`src/rtl/serial_magnitude_compare.sv`:
```
// ---------------------------------------------------------------------------
// serial_magnitude_compare
//
// Purpose:
//   Low-area magnitude comparator that walks two WIDTH-bit operands one bit
//   per clock, MSB first, using the classic compare-slice recurrence on a
//   registered equal/less pair. The scan stops at the first differing bit,
//   so the latency depends on the data. Unsigned and two's-complement
//   compares are both supported. In signed mode the sign bits are inverted
//   when the operands are latched, which maps signed order onto unsigned
//   order.
//
// Ports:
//   clk          in   1      rising-edge clock
//   rst_n        in   1      synchronous reset, active-low
//   start        in   1      request a compare (ignored while busy)
//   signed_mode  in   1      1 = two's-complement compare, 0 = unsigned
//   a, b         in   WIDTH  operands, sampled together with start
//   busy         out  1      high while the bit scan is running
//   done         out  1      one-cycle pulse, results valid
//   a_eq_b       out  1      result A == B
//   a_lt_b       out  1      result A <  B
//   a_gt_b       out  1      result A >  B
// ---------------------------------------------------------------------------
module serial_magnitude_compare #(
  parameter  int WIDTH = 8,
  localparam int IDX_W = (WIDTH > 1) ? $clog2(WIDTH) : 1
) (
  input  logic             clk,
  input  logic             rst_n,
  input  logic             start,
  input  logic             signed_mode,
  input  logic [WIDTH-1:0] a,
  input  logic [WIDTH-1:0] b,
  output logic             busy,
  output logic             done,
  output logic             a_eq_b,
  output logic             a_lt_b,
  output logic             a_gt_b
);

  typedef enum logic [1:0] {
    IDLE = 2'd0,
    SCAN = 2'd1,
    DONE = 2'd2
  } state_t;

  localparam logic [IDX_W-1:0] IDX_TOP = IDX_W'(WIDTH - 1);

  state_t           state_q, state_d;
  logic [WIDTH-1:0] a_q, a_d;
  logic [WIDTH-1:0] b_q, b_d;
  logic             e_q, e_d;
  logic             l_q, l_d;
  logic [IDX_W-1:0] idx_q, idx_d;
  logic             eq_q, eq_d;
  logic             lt_q, lt_d;
  logic             gt_q, gt_d;

  logic [WIDTH-1:0] sign_mask;
  logic [WIDTH-1:0] a_shift;
  logic [WIDTH-1:0] b_shift;
  logic             ai;
  logic             bi;
  logic             e_next;
  logic             l_next;
  logic             stop;

  // Datapath for the current bit: select A[idx]/B[idx] and apply one step
  // of the compare-slice recurrence. Shifting instead of indexing keeps the
  // WIDTH=1 case free of out-of-range selects.
  always_comb begin
    sign_mask            = '0;
    sign_mask[WIDTH-1]   = signed_mode;
    a_shift              = a_q >> idx_q;
    b_shift              = b_q >> idx_q;
    ai                   = a_shift[0];
    bi                   = b_shift[0];
    e_next               = e_q & ~(ai ^ bi);
    l_next               = l_q | (~ai & bi & e_q);
    stop                 = (ai != bi) || (idx_q == '0);
  end

  // Next-state and register-input logic. Every register holds by default;
  // the result registers only change when a scan terminates, so they keep
  // the previous compare's answer until the new done.
  always_comb begin
    state_d = state_q;
    a_d     = a_q;
    b_d     = b_q;
    e_d     = e_q;
    l_d     = l_q;
    idx_d   = idx_q;
    eq_d    = eq_q;
    lt_d    = lt_q;
    gt_d    = gt_q;

    case (state_q)
      IDLE, DONE: begin
        if (start) begin
          a_d     = a ^ sign_mask;
          b_d     = b ^ sign_mask;
          e_d     = 1'b1;
          l_d     = 1'b0;
          idx_d   = IDX_TOP;
          state_d = SCAN;
        end else begin
          state_d = IDLE;
        end
      end

      SCAN: begin
        e_d = e_next;
        l_d = l_next;
        if (stop) begin
          eq_d    = e_next;
          lt_d    = l_next;
          gt_d    = ~e_next & ~l_next;
          state_d = DONE;
        end else begin
          idx_d = idx_q - IDX_W'(1);
        end
      end

      default: begin
        state_d = IDLE;
      end
    endcase
  end

  // State and data registers with synchronous active-low reset. Reset
  // drops any compare in flight, so no done pulse follows it.
  always_ff @(posedge clk) begin
    if (!rst_n) begin
      state_q <= IDLE;
      a_q     <= '0;
      b_q     <= '0;
      e_q     <= 1'b1;
      l_q     <= 1'b0;
      idx_q   <= IDX_TOP;
      eq_q    <= 1'b0;
      lt_q    <= 1'b0;
      gt_q    <= 1'b0;
    end else begin
      state_q <= state_d;
      a_q     <= a_d;
      b_q     <= b_d;
      e_q     <= e_d;
      l_q     <= l_d;
      idx_q   <= idx_d;
      eq_q    <= eq_d;
      lt_q    <= lt_d;
      gt_q    <= gt_d;
    end
  end

  // Status and results come straight from registers.
  assign busy   = (state_q == SCAN);
  assign done   = (state_q == DONE);
  assign a_eq_b = eq_q;
  assign a_lt_b = lt_q;
  assign a_gt_b = gt_q;

endmodule

```
`config.mk`:
```
export PLATFORM = sky130hd
export DESIGN_NAME = serial_magnitude_compare
export DESIGN_NICKNAME = d
export VERILOG_FILES = /design/src/rtl/serial_magnitude_compare.sv
export SDC_FILE = /design/constraint.sdc
export NUM_CORES = 1
export LEC_CHECK = 0
export ABC_AREA = 1
export CORE_ASPECT_RATIO = 0.8
export CORE_MARGIN = 4
export CORE_UTILIZATION = 30
export CTS_BUF_LIST = sky130_fd_sc_hd__clkbuf_4 sky130_fd_sc_hd__clkbuf_8
export CTS_CLUSTER_DIAMETER = 80
export DETAILED_ROUTE_END_ITERATION = 8
export HOLD_SLACK_MARGIN = 0.08
export PLACE_DENSITY = 0.48
export SETUP_SLACK_MARGIN = 0.3
export SLEW_MARGIN = 25
export SYNTH_ARGS = -nofsm -noshare
export SYNTH_HDL_FRONTEND = slang
export SYNTH_SLANG_ARGS = --single-unit
export TNS_END_PERCENT = 30
```
`constraint.sdc`:
```
create_clock -name clk -period 1.9 [get_ports clk]
set_input_delay 0.285 -clock clk [delete_from_list [all_inputs] [get_ports clk]]
set_output_delay 0.285 -clock clk [all_outputs]
set_load 0.03 [all_outputs]
```
# Word level (Yosys, flattened, before mapping)
# Cells that the tools add are included.
[op_classes]
add_sub_neg = 1
bitwise_logic = 12
shifts = 2
n_eq_ne = 6
n_reduce_logical = 9
muxes = 10
[ops]
columns = ["operator", "n"]
rows = [
  ["8-bit by 3-bit right shift with 1-bit output", 2],
  ["8-bit bitwise XOR", 2],
  ["3-bit 2-to-1 mux", 2],
  ["3-bit one-hot mux with 2 select lines", 1],
  ["2-bit AND reduction", 3],
  ["1-bit bitwise AND", 4],
  ["2-bit inequality test (second input constant)", 2],
  ["1-bit inverter", 4],
  ["1-bit one-hot mux with 2 select lines", 2],
  ["2-bit one-hot mux with 2 select lines", 1],
  ["3-bit zero test", 1],
  ["1-bit 2-to-1 mux", 3],
  ["3-bit AND reduction", 1],
  ["3-bit by 1-bit subtractor with 3-bit output (second input constant)", 1],
  ["2-bit by 1-bit == test with 1-bit output (second input constant)", 1],
  ["2-bit == test (second input constant)", 1],
  ["2-bit zero test", 1],
  ["2-bit 2-to-1 mux", 1],
  ["2-bit by 1-bit inequality test with 1-bit output (second input constant)", 1],
  ["2-bit nonzero test", 1],
  ["2-bit OR reduction", 1],
  ["1-bit logical OR", 1],
  ["1-bit inequality test", 1],
  ["1-bit bitwise OR", 1],
  ["1-bit bitwise XOR", 1],
]
[totals]
wordCells = 49
input_bits = 20
reg_bits = 26
out_inout_bits = 5

# Logic depth before layout (Yosys ltp)
[depth]
word_depth = 7
depth_mapped = 14
ltp_nobuf = 13

# Worst setup path after synthesis
# Ideal clock, no wire load.
[synth_path]
path_kind = "register to register"
startpoint = "reg idx_q[0]"
endpoint = "reg gt_q, in the netlist a_gt_b"
setup_ns = 0.066
path_buffers = 1
synth_period_minus_slack_ns = 1.622
required_time_ns = 1.834
stages_incl_launch_ff = 13
arrival_ns = 1.556
path_slack_ns = 0.278
path_cell_list = "dfxtp_1 > buf_4 > inv_4 > o21ai_0 > nand2_1 > nand2_1 > nand2_1 > ha_1 > nand2_1 > inv_1 > nor2_1 > nand2_1 > a21oi_2"
[synth_via]
elab_chain_cells = 7
word_cells_on_any_way = 16
classes_between = "eq/ne: 1; shift: 2; bitwise: 10; reduce/logical: 3"
[synth_rtl]
columns = ["item", "line_no", "text"]
rows = [
  ["from (decl)", "55", "logic [IDX_W-1:0] idx_q, idx_d;"],
  ["from (signal assigned)", "150", "idx_q <= idx_d;"],
  ["8-bit by 3-bit right shift with 1-bit output", "75", "a_shift = a_q >> idx_q;"],
  ["1-bit inverter", "80", "l_next = l_q | (~ai & bi & e_q);"],
  ["1-bit bitwise AND (2 in series)", "80", ""],
  ["1-bit bitwise OR", "80", ""],
  ["1-bit inverter", "118", "gt_d = ~e_next & ~l_next;"],
  ["1-bit bitwise AND", "118", ""],
  ["to (signal assigned)", "153", "gt_q <= gt_d;"],
  ["to (decl)", "58", "logic gt_q, gt_d;"],
]
# Parallel ways exist; a longest one is shown, timed or not.
# A chain may end at the register's enable or synchronous reset.

# Worst setup path in the final report
[layout_path]
startpoint = "reg idx_q[0]"
endpoint = "reg idx_q[0]"
[layout_via]
elab_chain_cells = 5
word_cells_on_any_way = 10
classes_between = "add/sub: 1; eq/ne: 2; shift: 2; mux: 2; reduce/logical: 3"
[layout_rtl]
columns = ["item", "line_no", "text"]
rows = [
  ["8-bit by 3-bit right shift with 1-bit output (on tied branches)", "75, 76", ""],
  ["1-bit inequality test", "81", "stop = (ai != bi) || (idx_q == '0);"],
  ["1-bit logical OR", "81", ""],
  ["2-bit inequality test (no source line)", "n/a", ""],
  ["3-bit AND reduction (no source line)", "n/a", ""],
]
# Parallel ways exist; a longest one is shown, timed or not. The select of a mux whose other input is x is not followed.

==> flow_metrics.tcl <==
set metrics [dict create \
    outcome "completed" \
    path_clk_slew_ns 0.08 \
    htreeDepth 1 \
    crit_path_cell_trace "buf_6, nor2_2, nor2_1, o21ai_1, nand2_1, nand2_1, nand2_2, ha_4, nand3_4, a21oi_2, nand2_1" \
    grt_pass1_wl_mm 4.63 \
    critPathKind "flip-flop to flip-flop" \
    antenna_found_initial 0 \
    io_pins 25 \
    finalPower_w 0.00185 \
    cts_buffers 3 \
    hold_start "l_q" \
    synth-seq-area-share_pct 41.9 \
    hold_path_class "flip-flop to flip-flop" \
    cts.sinks 26 \
    dp.final_hpwl_mm 2.01 \
    cts.path.max_buffers 2 \
    rr_startpoint "idx_q[0]" \
    wl_mm 2.70 \
    met1_usage_pct 15.1 \
    max-cap-violations 0 \
    insertion_delay_ns 0.27 \
    r2r_slack_ns 0.27 \
    arrival_ns 1.79 \
    drtAntennaViolNets 0 \
    routed_via_density 4.37 \
    period_share_pct 85.6 \
    cpLargestDelayFamily "simple AND/OR/NAND/NOR gates" \
    cpMostUsedCell "nand2_1" \
    yosysMostFrequentCell "nor2_1" \
    netlist_top_cells_count "nor2_1, dfxtp_1, o21ai_0" \
    synth_edf_count 0 \
    drc 0 \
    hold_violations 0 \
    p_leak_nw 0.706 \
    r2r_end "idx_q[0]" \
    synthCells 165 \
    ys_warn_count 0 \
    gp_congestion 0.856 \
    synth_flop_cell "dfxtp_1" \
    hold_buffers 0 \
    finalSetupTns_ns 0 \
    path_max_fanout 6 \
    fin_nets 216 \
    synth_area_leaders "dfxtp_1, nor2_1, o21ai_0" \
    ys_types 21 \
    grt_max_degree 22 \
    drt_pass1_iterations 4 \
    worst_slew_pin_slew_ns 0.317 \
    grt.met2_usage_pct 17.3 \
    setup.worst_path.start_class "flip-flop" \
    power_per_cell_area_mw_per_mm2 1130 \
    syn_area_mm2 0.00124 \
    die_w_um 79.9 \
    endpoint_kind "flip-flop" \
    final_layout_size_suffix_gt1_share_pct 17.3 \
    cp.buffers_inverters 1 \
    mappedNetlistNets 188 \
    coreArea_mm2 0.00390 \
    yosysTopAreaCell "dfxtp_1" \
    route.vias.total 1075 \
    whs_path_depth 2 \
    fin_crit_ns 1.63 \
    cts-root-buf "clkbuf_8" \
    use_met3_pct 3.42 \
    setup_viol 0 \
    slew_viol_final 0 \
    timing.fmax_mhz 615 \
    whs_ns 0.469 \
    num_antenna_cells 0 \
    dieArea_mm2 0.00524 \
    grt-ovfl-total 0 \
    initial_core_util_pct 31.8 \
    synthArstFlopShare_pct 0 \
    grt_usage_pct 11.1 \
    yosysTopAreaCellShare_pct 41.9 \
    ys_seq_elements 26 \
    num_rows 20 \
    grt_most_used_layer "met2" \
    io_buffer_count 24 \
    syn_area_per_cell_um2 7.52 \
    routedWlPerCell_um 11.0 \
    skew_ns 0.00260 \
    relSlewSlack_pct 78.8 \
    cp_slowest_cell "dfxtp_4" \
    min_to "l_q" \
    area_growth_pct 31.6 \
    drtIter0Drc 37 \
    grt_setup_unrepaired "true" \
    cp.required_ns 2.06 \
    peakVddDrop_uv 482 \
    die_h_um 65.5 \
    cts_tree "built" \
    ff2ff_path_depth 11 \
    cpPeakStageDelay_ns 0.38 \
    grt_pass1_vias 1047 \
]
==> stage by stage <==
stage	cell area, um^2	util [%]	worst slack [ns]	std cells
3_5_place_dp	1530	39.1	-0.00216	241
5_1_grt	1630	41.8	0.136	246
4_1_cts	1600	41.1	0.0647	245
2_1_floorplan	1240	-	0.310	165
6_report	1630	41.8	0.274	246
3_3_place_gp	1530	39.1	0.105	241
==> worst min-delay path: cells and delay by family (launching register included) <==
family | cells | cell delay [ns]
buffers and inverters | 1 | 0.07
flip-flops | 1 | 0.31
AO/OA/AOI/OAI | 1 | 0.06
==> placed cells by master, fill, tap and decap left out, types with 2 or more instances in the layout <==
cell type	n
nor2_1	47
dfxtp_1	25
clkdlybuf4s50_1	22
o21ai_0	19
nand2_1	16
o21ai_1	7
nand3_1	7
nand2_2	6
inv_1	4
nand2_4	4
a21oi_1	4
buf_4	4
inv_2	3
xnor2_1	3
clkbuf_8	3
inv_4	2
a21oi_2	2
ha_1	2
==> worst max-delay path by stage <==
stage | from | end | cells past startpoint
4_1_cts | state_q[1] | done | 3
3_3_place_gp | idx_q[0] | idx_q[0] | 9
6_report | idx_q[0] | idx_q[0] | 11
2_1_floorplan | idx_q[0] | idx_q[0] | 10
3_5_place_dp | idx_q[0] | idx_q[0] | 9
5_1_grt | idx_q[0] | a_gt_b | 13
==> layout make-up <==
| class | count | area, um^2 |
|---|---|---|
| multi-input cells | 124 | 677 |
| fillers | 407 | 2270 |
| flip-flops and latches | 26 | 524 |
| inverters | 9 | 38.8 |
| clock buffers | 3 | 41.3 |
| repair buffers | 29 | 283 |
| well taps | 55 | 68.8 |
==> cell families after synthesis <==
kind of cell             Yosys count  share of synthesized area (%)
AO/OA/AOI/OAI                     34                           14.3
XOR/XNOR                           3                           2.12
adder cells (fa/ha/maj)            3                           3.02
buffers and inverters             15                           7.16
flip-flops                        26                           41.9
AND/OR/NAND/NOR                   84                           31.5
==> per-layer routing <==
metal	part of all wire (%)	vias up
met5	0	-
met4	0.48	0
met3	4.4	2
met2	42	18
met1	53	468
li1	-	587
==> flip-flops by register name, indices dropped and copies added, names as in the netlist <==
name and count:
a_eq_b 1, a_gt_b 1, a_lt_b 1, a_q 8, b_q 8, e_q 1
idx_q 3, l_q 1, state_q 2
==> power breakdown <==
part / internal, W / switching, W
sequential: 0.000635 / 0.0000720
clock: 0.000142 / 0.000163
combinational: 0.000352 / 0.000482
total: 0.00113 / 0.000717
==> what timing repair did <==
| item | 4_1_cts | 5_1_grt |
|---|---|---|
| pin swaps | 2 | 11 |
| setup endpoints to repair | 12 | 14 |
| setup buffers | 1 | 1 |
| gates resized for setup | 13 | 10 |
(Power assumes the default switching activity.)
